==> src/rtl/instr_seq_pkg.sv <==
// -----------------------------------------------------------------------------
// instr_seq_pkg
// Shared types and helpers for the instruction sequencer.
//   - seq_state_e  : sequencer FSM states
//   - *_DEF        : default NUM_REQ / DATA_W / LEN_W values
//   - len_to_steps : burst-length field to step count (field 0 = 2^len_w steps)
// -----------------------------------------------------------------------------
package instr_seq_pkg;

  localparam int unsigned NUM_REQ_DEF = 4;
  localparam int unsigned DATA_W_DEF  = 8;
  localparam int unsigned LEN_W_DEF   = 4;

  typedef enum logic [1:0] {
    IDLE   = 2'd0,
    ISSUE  = 2'd1,
    SETTLE = 2'd2,
    REPORT = 2'd3
  } seq_state_e;

  // A zero length field encodes the largest burst, so every job does at
  // least one step and the full 2^len_w range is reachable.
  function automatic int unsigned len_to_steps(input int unsigned len_field,
                                               input int unsigned len_w);
    return (len_field == 0) ? (32'd1 << len_w) : len_field;
  endfunction

endpackage : instr_seq_pkg

==> src/rtl/rr_arbiter.sv <==
// -----------------------------------------------------------------------------
// rr_arbiter
// Combinational round-robin pick. Searches req_i upward starting at ptr_i,
// wrapping modulo NUM_REQ; the first set bit wins. The pointer register is
// owned by the caller.
// Ports:
//   req_i    in  NUM_REQ  request vector
//   ptr_i    in  IDX_W    search start index (must be < NUM_REQ)
//   grant_o  out NUM_REQ  one-hot grant (all zero when no request)
//   winner_o out IDX_W    index of the granted bit (0 when no request)
//   any_o    out 1        at least one request present
// -----------------------------------------------------------------------------
module rr_arbiter #(
  parameter int unsigned NUM_REQ = 4,
  parameter int unsigned IDX_W   = $clog2(NUM_REQ)
) (
  input  logic [NUM_REQ-1:0] req_i,
  input  logic [IDX_W-1:0]   ptr_i,
  output logic [NUM_REQ-1:0] grant_o,
  output logic [IDX_W-1:0]   winner_o,
  output logic               any_o
);

  logic        found;
  int unsigned idx;

  // NOTE: every variable written here gets a default before any branch, so
  // no path leaves a value unassigned and no latch is inferred.
  always_comb begin
    grant_o  = '0;
    winner_o = '0;
    found    = 1'b0;
    idx      = 0;
    for (int unsigned i = 0; i < NUM_REQ; i++) begin
      idx = (32'(ptr_i) + i) % NUM_REQ;
      if (!found && req_i[idx]) begin
        found        = 1'b1;
        grant_o[idx] = 1'b1;
        winner_o     = IDX_W'(idx);
      end
    end
  end

  assign any_o = |req_i;

endmodule : rr_arbiter

==> src/rtl/instr_seq_ctrl.sv <==
// -----------------------------------------------------------------------------
// instr_seq_ctrl
// Multi-requester sequencer for the 8-bit increment-or-reload datapath.
// Grants one requester at a time (round robin), drives instr_valid/data to
// the datapath for the programmed number of steps, waits one settle cycle,
// then returns the datapath state to the requester with a one-cycle pulse.
// Ports:
//   clk            in  1               rising-edge clock
//   reset_n        in  1               synchronous active-low reset
//   req_valid_i    in  NUM_REQ         per-requester job request
//   req_ready_o    out NUM_REQ         per-requester accept (at most one set)
//   req_data_i     in  NUM_REQ*DATA_W  reload value, requester k at [k*DATA_W +: DATA_W]
//   req_len_i      in  NUM_REQ*LEN_W   step count field, requester k at [k*LEN_W +: LEN_W]
//   instr_valid_o  out 1               datapath instr_valid
//   data_out_o     out DATA_W          datapath data_in
//   state_in_i     in  DATA_W          datapath state_out
//   done_valid_o   out 1               completion pulse
//   done_id_o      out IDX_W           requester of the completed job
//   done_state_o   out DATA_W          datapath state after the job
//   busy_o         out 1               FSM not in IDLE
// -----------------------------------------------------------------------------
module instr_seq_ctrl
  import instr_seq_pkg::*;
#(
  parameter int unsigned NUM_REQ = NUM_REQ_DEF,
  parameter int unsigned DATA_W  = DATA_W_DEF,
  parameter int unsigned LEN_W   = LEN_W_DEF,
  localparam int unsigned IDX_W  = $clog2(NUM_REQ)
) (
  input  logic                        clk,
  input  logic                        reset_n,
  input  logic [NUM_REQ-1:0]          req_valid_i,
  output logic [NUM_REQ-1:0]          req_ready_o,
  input  logic [NUM_REQ*DATA_W-1:0]   req_data_i,
  input  logic [NUM_REQ*LEN_W-1:0]    req_len_i,
  output logic                        instr_valid_o,
  output logic [DATA_W-1:0]           data_out_o,
  input  logic [DATA_W-1:0]           state_in_i,
  output logic                        done_valid_o,
  output logic [IDX_W-1:0]            done_id_o,
  output logic [DATA_W-1:0]           done_state_o,
  output logic                        busy_o
);

  // One extra bit so the counter can hold 2^LEN_W for a zero length field.
  localparam int unsigned CNT_W = LEN_W + 1;

  seq_state_e         state_q, state_d;
  logic [IDX_W-1:0]   ptr_q, ptr_d;
  logic [DATA_W-1:0]  data_q, data_d;
  logic [CNT_W-1:0]   cnt_q, cnt_d;
  logic [IDX_W-1:0]   id_q, id_d;
  logic [DATA_W-1:0]  done_state_q, done_state_d;

  logic [NUM_REQ-1:0] grant;
  logic [IDX_W-1:0]   winner;
  logic               any_req;
  logic [DATA_W-1:0]  win_data;
  logic [LEN_W-1:0]   win_len;

  rr_arbiter #(
    .NUM_REQ (NUM_REQ),
    .IDX_W   (IDX_W)
  ) u_rr_arbiter (
    .req_i    (req_valid_i),
    .ptr_i    (ptr_q),
    .grant_o  (grant),
    .winner_o (winner),
    .any_o    (any_req)
  );

  assign win_data = req_data_i[winner*DATA_W +: DATA_W];
  assign win_len  = req_len_i[winner*LEN_W +: LEN_W];

  // Next-state and datapath-side register updates.
  always_comb begin
    state_d      = state_q;
    ptr_d        = ptr_q;
    data_d       = data_q;
    cnt_d        = cnt_q;
    id_d         = id_q;
    done_state_d = done_state_q;

    unique case (state_q)
      IDLE: begin
        // The grant only ever lands on a valid bit, so any pending request
        // means the winner's valid/ready handshake completes this edge.
        if (any_req) begin
          data_d  = win_data;
          id_d    = winner;
          cnt_d   = CNT_W'(len_to_steps(32'(win_len), LEN_W));
          ptr_d   = (32'(winner) == NUM_REQ - 1) ? '0 : winner + IDX_W'(1);
          state_d = ISSUE;
        end
      end
      ISSUE: begin
        cnt_d = cnt_q - CNT_W'(1);
        if (cnt_q == CNT_W'(1)) begin
          state_d = SETTLE;
        end
      end
      SETTLE: begin
        // The last step was clocked into the datapath at the end of the
        // final ISSUE cycle, so its output is final here.
        done_state_d = state_in_i;
        state_d      = REPORT;
      end
      REPORT: begin
        state_d = IDLE;
      end
      default: begin
        state_d = IDLE;
      end
    endcase
  end

  // NOTE: state registers use non-blocking assignments so every flop samples
  // the pre-edge values regardless of statement order.
  always_ff @(posedge clk) begin
    if (!reset_n) begin
      state_q      <= IDLE;
      ptr_q        <= '0;
      data_q       <= '0;
      cnt_q        <= '0;
      id_q         <= '0;
      done_state_q <= '0;
    end else begin
      state_q      <= state_d;
      ptr_q        <= ptr_d;
      data_q       <= data_d;
      cnt_q        <= cnt_d;
      id_q         <= id_d;
      done_state_q <= done_state_d;
    end
  end

  // Ready is masked by reset_n so no requester sees an accept while reset is
  // being applied, even though the state only clears on the next edge.
  assign req_ready_o   = ((state_q == IDLE) && reset_n) ? grant : '0;
  assign instr_valid_o = (state_q == ISSUE);
  assign data_out_o    = data_q;
  assign done_valid_o  = (state_q == REPORT);
  assign done_id_o     = id_q;
  assign done_state_o  = done_state_q;
  assign busy_o        = (state_q != IDLE);

endmodule : instr_seq_ctrl

==> config.mk <==
export PLATFORM = sky130hd
export DESIGN_NAME = instr_seq_ctrl
export DESIGN_NICKNAME = d
export VERILOG_FILES = /design/src/rtl/instr_seq_pkg.sv /design/src/rtl/rr_arbiter.sv /design/src/rtl/instr_seq_ctrl.sv
export SDC_FILE = /design/constraint.sdc
export NUM_CORES = 1
export LEC_CHECK = 0
export CAP_MARGIN = 20
export CORE_MARGIN = 4
export CORE_UTILIZATION = 25
export DETAILED_ROUTE_END_ITERATION = 10
export GPL_ROUTABILITY_DRIVEN = 1
export PLACE_DENSITY = 0.56
export SLEW_MARGIN = 15
export SYNTH_ARGS = -nofsm -noshare
export SYNTH_HDL_FRONTEND = slang
export SYNTH_HIERARCHICAL = 1
export SYNTH_SLANG_ARGS = --single-unit
==> constraint.sdc <==
create_clock -name clk -period 3.3 [get_ports clk]
set_clock_uncertainty 0.15 [all_clocks]
set_input_delay 0.66 -clock clk [delete_from_list [all_inputs] [get_ports clk]]
set_output_delay 0.66 -clock clk [all_outputs]
set_load 0.01 [all_outputs]
# Yosys cells after proc, flatten, opt, wreduce, memory -nomap -nowiden
# Cells that the tools add are included.
[op_classes] addsub=5 mul=0 div=0 order_cmp=8 eq_ne=7 shifts=2 n_mux=35 n_bitwise=3 n_reduce_logical=19
[op_table] op="indexed part select 32 x 6 -> 8 bit" n=1
[op_table] op="2-to-1 mux 4 bit" n=5
[op_table] op="indexed part select 16 x 5 -> 4 bit" n=1
[op_table] op="2-to-1 mux 2 bit" n=7
[op_table] op="less-than comparator 2 x 3 -> 1 bit (second input constant)" n=4
[op_table] op="OR 4 bit" n=3
[op_table] op="2-to-1 mux 1 bit" n=11
[op_table] op="2-to-1 mux 5 bit" n=2
[op_table] op="one-hot mux 5 bit (2 select lines)" n=1
[op_table] op="binary-select mux 1 bit (select 2 bit)" n=4
[op_table] op="demux 1 bit (select 2 bit)" n=4
[op_table] op="greater-or-equal comparator 2 x 1 -> 1 bit (second input constant)" n=4
[op_table] op="logical AND 1 bit" n=8
[op_table] op="one-hot mux 2 bit (4 select lines)" n=1
[op_table] op="== test 2 bit (second input constant)" n=3
[op_table] op="AND reduction 2 bit" n=3
[op_table] op="== test 5 x 1 -> 1 bit (second input constant)" n=1
[op_table] op="subtractor 5 x 1 -> 5 bit (second input constant)" n=1
[op_table] op="adder 2 x 1 -> 2 bit (second input constant)" n=2
[op_table] op="adder 2 bit (second input constant)" n=2
[op_table] op="zero test 4 bit" n=1
[op_table] op="nonzero test 2 bit" n=2
[op_table] op="OR reduction 4 bit" n=1
[op_table] op="zero test 1 bit" n=3
[op_table] op="other kinds (4)" n=4
[word_totals] regBits=27 latchBits=0 ramBits=0 rom_bits=0 input_bits=62 output_inout_bits=25 elab_cells=85 n_memories=0

# Depth between registers and ports, before layout
# Gate-level depths: netlist (run 1).
[depth] word_depth=17 ltp_mapped=12 mapped_depth_nobuf=10

# Cells and area by module
# Netlist (run 1), hierarchy kept.
[modules_own_cells] module="instr_seq_ctrl" instances=1 cells_each=154 area_per_inst_um2=1539.0 seq_area_each_um2=540.5
[modules_own_cells] module="rr_arbiter" instances=1 cells_each=49 area_per_inst_um2=411.6 seq_area_each_um2=0.0

# Worst setup path after synthesis (run 1)
# No wires, ideal clock.
[synth_path] path_type="flip-flop to flip-flop" start="register ptr_q[0]" end="register cnt_q[0]" setup_time_ns=0.115 t_arrival_ns=2.967 t_required_ns=3.035 path_slack_ns=0.069 stages_incl_launch_ff=13 n_path_buf=2 synth_period_minus_slack_ns=3.231 path_cell_list="dfxtp_1 buf_2 inv_1 ha_1 mux4_2 nor2b_1 o21ai_0 o31ai_1 buf_6 mux4_2 nor2_1 nor3b_1 o21a_1"
[synth_via] elab_chain_cells=17 elab_cells_between_ends=29 classes_between="add/sub (3); shift (1); mux (18); reduce/logical (7)"
[synth_rtl] element="from (decl)" line_no="instr_seq_ctrl.sv:49" text="logic [IDX_W-1:0] ptr_q, ptr_d;"
[synth_rtl] element="from (signal assigned)" line_no="instr_seq_ctrl.sv:129" text="ptr_q <= ptr_d;"
[synth_rtl] element="branches (longest 11 deep; another with adder 2 x 1 -> 2 bit)"
[synth_rtl] element="2-to-1 mux 2 bit (*)" line_no="rr_arbiter.sv:36" text="if (!found && req_i[idx]) begin"
[synth_rtl] element="via winner[0]" line_no="instr_seq_ctrl.sv:56" text="logic [IDX_W-1:0] winner;"
[synth_rtl] element="indexed part select 16 x 5 -> 4 bit (*)" line_no="instr_seq_ctrl.sv:73" text="assign win_len = req_len_i[winner*LEN_W +: LEN_W];"
[synth_rtl] element="zero test 4 bit" line_no="instr_seq_pkg.sv:25" text="return (len_field == 0) ? (32'd1 << len_w) : len_field;"
[synth_rtl] element="2-to-1 mux 5 bit (*)" line_no="instr_seq_pkg.sv:25"
[synth_rtl] element="2-to-1 mux 5 bit (*)" line_no="instr_seq_ctrl.sv:88" text="if (any_req) begin"
[synth_rtl] element="one-hot mux 5 bit (2 select lines) (*)" line_no="instr_seq_ctrl.sv:84" text="unique case (state_q)"
[synth_rtl] element="to (signal assigned)" line_no="instr_seq_ctrl.sv:131" text="cnt_q <= cnt_d;"
[synth_rtl] element="to (decl)" line_no="instr_seq_ctrl.sv:51" text="logic [CNT_W-1:0] cnt_q, cnt_d;"
# Mark *: on every way through the listed nets, which the timed path passes. The select of a mux whose other input is x is not followed.
# A chain may end at the register's enable or synchronous reset.

# Worst setup path in the final report (run 1)
[layout_path] start="input req_valid_i[0]" end="output req_ready_o[3]"
[layout_via] elab_chain_cells=13 elab_cells_between_ends=25 classes_between="mux (16); bitwise (3); reduce/logical (6)"
[layout_rtl] element="from (decl)" line_no="instr_seq_ctrl.sv:32" text="input logic [NUM_REQ-1:0] req_valid_i,"
[layout_rtl] element="binary-select mux 1 bit (select 2 bit)" line_no="rr_arbiter.sv:36"
[layout_rtl] element="2-to-1 mux 1 bit (not written as such)" line_no="rr_arbiter.sv:36"
[layout_rtl] element="2-to-1 mux 1 bit" line_no="rr_arbiter.sv:36"
[layout_rtl] element="zero test 1 bit" line_no="rr_arbiter.sv:36"
[layout_rtl] element="logical AND 1 bit" line_no="rr_arbiter.sv:36"
[layout_rtl] element="2-to-1 mux 1 bit" line_no="rr_arbiter.sv:36"
[layout_rtl] element="zero test 1 bit" line_no="rr_arbiter.sv:36"
[layout_rtl] element="logical AND 1 bit" line_no="rr_arbiter.sv:36"
[layout_rtl] element="2-to-1 mux 1 bit" line_no="rr_arbiter.sv:36"
[layout_rtl] element="zero test 1 bit" line_no="rr_arbiter.sv:36"
[layout_rtl] element="logical AND 1 bit" line_no="rr_arbiter.sv:36"
[layout_rtl] element="2-to-1 mux 4 bit (*)" line_no="rr_arbiter.sv:36"
[layout_rtl] element="via grant[3]" line_no="instr_seq_ctrl.sv:55" text="logic [NUM_REQ-1:0] grant;"
[layout_rtl] element="2-to-1 mux 4 bit (*)" line_no="instr_seq_ctrl.sv:139" text="assign req_ready_o = ((state_q == IDLE) && reset_n) ? grant : '0;"
[layout_rtl] element="to (decl)" line_no="instr_seq_ctrl.sv:33" text="output logic [NUM_REQ-1:0] req_ready_o,"
# Mark *: on every way through the listed nets, which the timed path passes. The rest lies on a longest branch. The select of a mux whose other input is x is not followed.

==> results of run 1 <==
==> cell usage after synthesis (all sizes together) (2+ instances only) <==
master    n
a22oi     9
inv       9
a21boi   11
nor3b     2
nor2      8
ha       12
clkbuf    6
nand2    28
nand3     3
mux4     16
o21ai    14
a21oi     3
dfxtp    27
and3      4
mux2i    10
nor2b    13
nor3      3
buf       6
a2bb2oi   2
==> cell type report <==
class                   instances  area share, %
multi-input cells             155           43.0
repair buffers                109           32.8
flip-flops and latches         27           17.5
well taps                      99           4.01
clock buffers                   3           1.34
inverters                       9           1.09
clock inverters                 1          0.243
==> flip-flops by register name, summed over array words and instances (netlist names) <==
name / count
data_out_o: 8
cnt_q: 5
done_id_o: 2
ptr_q: 2
done_state_o: 8
state_q: 2
==> worst min-delay path by stage <==
stage,startpoint,cells after the start,slack [ps],end
after detailed placement,data_out_o[5],2,300,data_out_o[5]
after CTS,data_out_o[5],2,310,data_out_o[5]
after global routing,data_out_o[7],2,330,data_out_o[7]
final,data_out_o[5],2,310,data_out_o[5]
after global placement,data_out_o[3],2,290,data_out_o[3]
after floorplan,cnt_q[3],2,310,cnt_q[3]
==> through the flow <==
step           instance area [um^2]  setup WS (ps)  hold slack [ps]  util, %  power, mW
2_1_floorplan                  1950           68.6              314        -       1.76
3_3_place_gp                   3020           -537              290     40.8       2.38
3_5_place_dp                   3020           -610              296     40.8       2.39
4_1_cts                        3080           17.7              310     41.5       2.61
5_1_grt                        3090         -0.310              333     41.7       2.86
6_report                       3090           82.0              306     41.7       2.62
==> layout by cell type, fill, tap and decap left out, drive strengths merged, types with 2 or more instances in the layout <==
master and instances:
a21boi 11, o21ai 14, nand3 3, inv 9, nor2 8, clkdlybuf4s50 78, clkbuf 6, mux4 16
a2bb2oi 2, nor2b 13, a21oi 3, mux2i 10, and3 4, buf 27, a22oi 9, nor3 3
dfxtp 27, nor3b 2, ha 12, nand2 28
==> worst max-delay path, stage by stage <==
cell and delay, ps:
clkdlybuf4s15_1 210, mux4_2 520, nor4b_4 390, buf_4 180, a22oi_1 50, o21ai_1 100
and3_1 180, buf_2 130
==> power breakdown <==
part,leakage [nW],internal (mW),switching [mW]
clock network,0.0217,0.0858,0.111
registers,0.222,0.445,0.0711
logic,0.960,1.02,0.886
total,1.20,1.55,1.07
==> repair_timing <==
action | in CTS | in global routing
pin swaps | 1 | 2
hold endpoints to repair | 0 | 0
setup buffers | 4 | 2
setup endpoints to repair | 15 | 14
hold buffers | 0 | 0
resized for setup | 20 | 9
==> metal layers <==
metal | share of wire, % | global-route usage [%] | up-vias
met5 | 0 | 0 | -
met4 | 0.88 | 1.40 | 0
met3 | 5.2 | 2.74 | 4
met2 | 52 | 20.8 | 53
met1 | 42 | 14.0 | 888
li1 | - | - | 944
==> cell families after synthesis <==
logic type	after synthesis	share of synthesized area [%]
multiplexers	27	24.2
AO/OA/AOI/OAI	48	17.0
adder cells (fa/ha/maj)	12	7.70
flip-flops	27	27.7
AND/OR/NAND/NOR	67	18.1
XOR/XNOR	1	0.449
buffers and inverters	21	4.87
==> flow_metrics.env, run 1 <==
export IMPL_critical_path_class="in -> out"
export IMPL_portBuffers=86
export IMPL_routed_wl_um=5460
export IMPL_critPathArrivalTime_ps=2410
export IMPL_synth_cell_types=40
export IMPL_synth_top_cell_area_share_pct=27.7
export IMPL_antenna_found_initial=0
export IMPL_grt_pass1_wl_um=8470
export IMPL_start_util_pct=26.3
export IMPL_cp_start_kind="input pin"
export IMPL_clock_sinks=27
export IMPL_finalCritPeriodShare_pct=97.5
export IMPL_p_leak_nw=1.20
export IMPL_n_fill_cell=731
export IMPL_area_growth_pct=58.4
export IMPL_gr_usage_all_layers_pct=11.4
export IMPL_max_cap_violations=0
export IMPL_crit_path_end_kind="primary output"
export IMPL_dp_cells=394
export IMPL_drt_first_iter_violations=26
export IMPL_drcViolationCount=0
export IMPL_grt_max_degree=17
export IMPL_syn_nets=277
export IMPL_gr_total_overflow=0
export IMPL_ff2ff_setup_slack_ps=260
export IMPL_die_w_um=96.3
export IMPL_ant_nets=0
export IMPL_crit_fanout=4
export IMPL_cts_clk_slew_worst_paths_ps=90
export IMPL_vias=1889
export IMPL_regArea_um2=541
export IMPL_cts_made_buffers=3
export IMPL_wl_per_cell_um=13.5
export IMPL_synth_seq_area_share_pct=27.7
export IMPL_worstSkewPairLatency_ps=280
export IMPL_h_tree_depth=1
export IMPL_clock_path_buffers=2
export IMPL_reg2reg_depth=11
export IMPL_crit_start="req_valid_i[0]"
export IMPL_synth_seq_cells=27
export IMPL_yosys_area_top_type="dfxtp_1"
export IMPL_worst_pin_slew_ps=517
export IMPL_diodes=0
export IMPL_yosys_warnings=6
export IMPL_peakVddDrop_mv=0.315
export IMPL_synth_area_top_cells="dfxtp_1 28%, mux4_2 18%, ha_1 7.7%"
export IMPL_rows=31
export IMPL_place_hpwl_um=4440
export IMPL_die_area_um2=9280
export IMPL_synth_edf_count=0
export IMPL_avgSynthCellArea_um2=9.61
export IMPL_rr_startpoint="ptr_q[1]"
export IMPL_first_pass_iters=4
export IMPL_tns_ps=0
export IMPL_syn_inst=203
export IMPL_cts_tree="done"
export IMPL_setup_viol=0
export IMPL_min_period_ps=3220
export IMPL_hold_path_class="reg -> reg"
export IMPL_clockRootBuffer="clkbuf_8"
export IMPL_dieHeight_um=96.3
export IMPL_async_flop_share_pct=0
export IMPL_stdcell_count=403
export IMPL_status="finished, final reports clean"
export IMPL_drv_slew=0
export IMPL_place_gp_congestion=0.755
export IMPL_ys_flop_type="dfxtp_1"
export IMPL_syn_cell_area_um2=1950
export IMPL_via_per_inst=4.69
export IMPL_grt_pass1_vias=1845
export IMPL_r2r_end="data_out_o[7]"
export IMPL_io_pins=87
export IMPL_crit_required_ps=2490
export IMPL_powerDensity_nw_per_um2=848
export IMPL_hold_violations=0
export IMPL_core_um2=7410
export IMPL_cp_endpoint="req_ready_o[3]"
export IMPL_multi_input_area_um2=1330
export IMPL_fmax_ghz=0.311
export IMPL_nets=379
export IMPL_drive_above_1_share_pct=18.1
export IMPL_slew_headroom_pct=65.5
(Power assumes the default switching activity.)
==> run 2: changes to the inputs <==
ABC_AREA = 1   (was unset)
PLACE_DENSITY = 0.55   (was 0.56)
==> flow_metrics.env, run 2 <==
export IMPL_start_util_pct=26.0
export IMPL_portBuffers=86
export IMPL_power_mw=3.04
export IMPL_clockRootBuffer="clkbuf_8"
export IMPL_syn_cell_area_um2=2170
export IMPL_place_hpwl_um=5050
export IMPL_rsz0062_at_grt="false"
export IMPL_postCtsSetupRepairBufs=0
export IMPL_tns_ps=0
export IMPL_max_cap_violations=0
export IMPL_fmax_ghz=0.324
export IMPL_cp_start_kind="input pin"
export IMPL_clock_sinks=27
export IMPL_vias=2390
export IMPL_slew_headroom_pct=69.4
export IMPL_layout_commonest_cell="clkdlybuf4s50_1"
export IMPL_cts_clk_slew_worst_paths_ps=90
export IMPL_h_tree_depth=1
export IMPL_grt_max_degree=26
export IMPL_synth_seq_area_share_pct=24.9
export IMPL_drive_above_1_share_pct=8.57
export IMPL_ys_flop_type="dfxtp_1"
export IMPL_syn_inst=336
export IMPL_cts_made_buffers=3
export IMPL_regArea_um2=541
export IMPL_synth_edf_count=0
export IMPL_multi_input_area_um2=1350
export IMPL_die_w_um=101
export IMPL_n_fill_cell=898
export IMPL_worst_pin_slew_ps=458
export IMPL_crit_fanout=9
export IMPL_core_um2=8340
export IMPL_synth_seq_cells=27
export IMPL_critical_path_class="in -> out"
export IMPL_final_cell_mix="82 x clkdlybuf4s50_1, 67 x nor2_1, 51 x nand2_1, 38 x o21ai_0"
export IMPL_min_period_ps=3080
export IMPL_die_area_um2=10200
export IMPL_nets=495
export IMPL_finalCritPeriodShare_pct=93.5
export IMPL_yosys_warnings=6
export IMPL_gr_usage_all_layers_pct=12.3
export IMPL_status="finished, final reports clean"
export IMPL_via_per_inst=4.55
export IMPL_setup_viol=0
export IMPL_critPathArrivalTime_ps=2270
export IMPL_dp_cells=521
export IMPL_syn_nets=410
export IMPL_drv_slew=0
export IMPL_yosys_area_top_type="dfxtp_1"
export IMPL_synth_most_common_cell="nor2_1"
export IMPL_synth_area_top_cells="dfxtp_1 25%, nor2_1 12%, nand2_1 8.8%"
export IMPL_antenna_found_initial=1
export IMPL_drcViolationCount=0
export IMPL_powerDensity_nw_per_um2=963
export IMPL_hold_path_class="reg -> reg"
export IMPL_avgSynthCellArea_um2=6.46
export IMPL_gr_total_overflow=0
export IMPL_grt_pass1_wl_um=10200
export IMPL_io_pins=87
export IMPL_crit_path_end_kind="primary output"
export IMPL_ant_nets=0
export IMPL_peakVddDrop_mv=0.471
export IMPL_fin_util_pct=37.8
export IMPL_stdcell_count=525
export IMPL_place_gp_congestion=0.838
export IMPL_dieHeight_um=101
export IMPL_async_flop_share_pct=0
export IMPL_holdWs_ps=331
export IMPL_hold_violations=0
export IMPL_cts_tree="done"
export IMPL_wl_per_cell_um=12.0
export IMPL_routed_wl_um=6310
export IMPL_synth_cell_types=32
export IMPL_crit_required_ps=2490
export IMPL_grt_pass1_vias=2197
export IMPL_synth_top_cell_area_share_pct=24.9
export IMPL_area_growth_pct=45.4
export IMPL_yosys_top_cells_count="68 x nor2_1, 51 x nand2_1, 38 x o21ai_0"
export IMPL_worstSkewPairLatency_ps=280
export IMPL_clock_path_buffers=2
export IMPL_p_leak_nw=1.43
export IMPL_first_pass_iters=4
export IMPL_drt_first_iter_violations=148
export IMPL_diodes=0
export IMPL_rows=33
## run 2: cell count changes after synthesis, moves of 13 or more
cell / before / now
nor2_1: 8 / 68
nand2_1: 28 / 51
nand3_1: 3 / 33
o21ai_0: 11 / 38
mux4_2: 16 / 0
nor2b_1: 13 / 0
inv_1: 9 / 33
## run 2: worst max-delay path, cell delays in order
cell             delay [ps]
clkdlybuf4s50_1         440
inv_1                   120
nand2_1                 100
nand3_4                 140
nand2_8                  80
nor2_8                  150
nand3_1                 100
nand3_1                  90
inv_1                    40
nor2_1                   80
dlygate4sd2_1           270
## run 2: cell families (layout without fill, tap and decap cells)
family | count (synthesis) | count (layout) | share of synthesized area (%)
AND/OR/NAND/NOR | 168 | 168 | 35.9
AO/OA/AOI/OAI | 75 | 75 | 19.2
flip-flops | 27 | 27 | 24.9
adder cells (fa/ha/maj) | 12 | 12 | 6.92
buffers and inverters | 54 | 138 | 13.1
## run 2: repair_timing
action                                 4_1_cts  5_1_grt
endpoints found under the hold margin        0        0
hold buffers                                 0        0
resized for setup                            4        0
setup endpoints to repair                    4        0
## run 2: area by class of cell
cell class,instances,area share [%]
tap,105,4.16
multi-input combinational,255,42.7
clock buffer,3,1.31
sequential,27,17.1
timing repair buffer,93,28.8
inverter,41,5.71
clock inverter,1,0.159
## run 2: path summary, 6_finish.rpt
path,slack (ps),from,to,cells past startpoint
max,220,req_valid_i[3],req_ready_o[1],11
min reg2reg,330,cnt_q[1],cnt_q[1],2
max reg2reg,590,ptr_q[0],cnt_q[4],17
min,330,cnt_q[1],cnt_q[1],2
## run 2: report_power, final
| part | switching (mW) | total, mW | internal, mW |
|---|---|---|---|
| Sequential | 0.0781 | 0.537 | 0.459 |
| Clock | 0.107 | 0.192 | 0.0849 |
| Combinational | 1.41 | 2.31 | 0.901 |
## run 2: metal layers
| layer | vias to the layer above | track usage, % | routed length, um |
|---|---|---|---|
| met3 | 7 | 4.41 | 556 |
| met2 | 70 | 20.9 | 2970 |
| met4 | 2 | 3.07 | 73 |
| met1 | 1053 | 14.7 | 2690 |
| li1 | 1258 | - | - |
| met5 | - | 0 | 13 |
## run 2: stage by stage
stage | setup slack [ps] | area, um^2
floorplan | 695 | 2170
global placement | -30.9 | 3110
detailed placement | -71.0 | 3110
CTS | 208 | 3160
global route | 17.3 | 3160
finish | 215 | 3160
==> run 3: changes to the inputs <==
CTS_CLUSTER_SIZE = 30   (was unset)
==> results of run 3 <==
No change in the layout: final DEF, timing and power equal those of run 2.
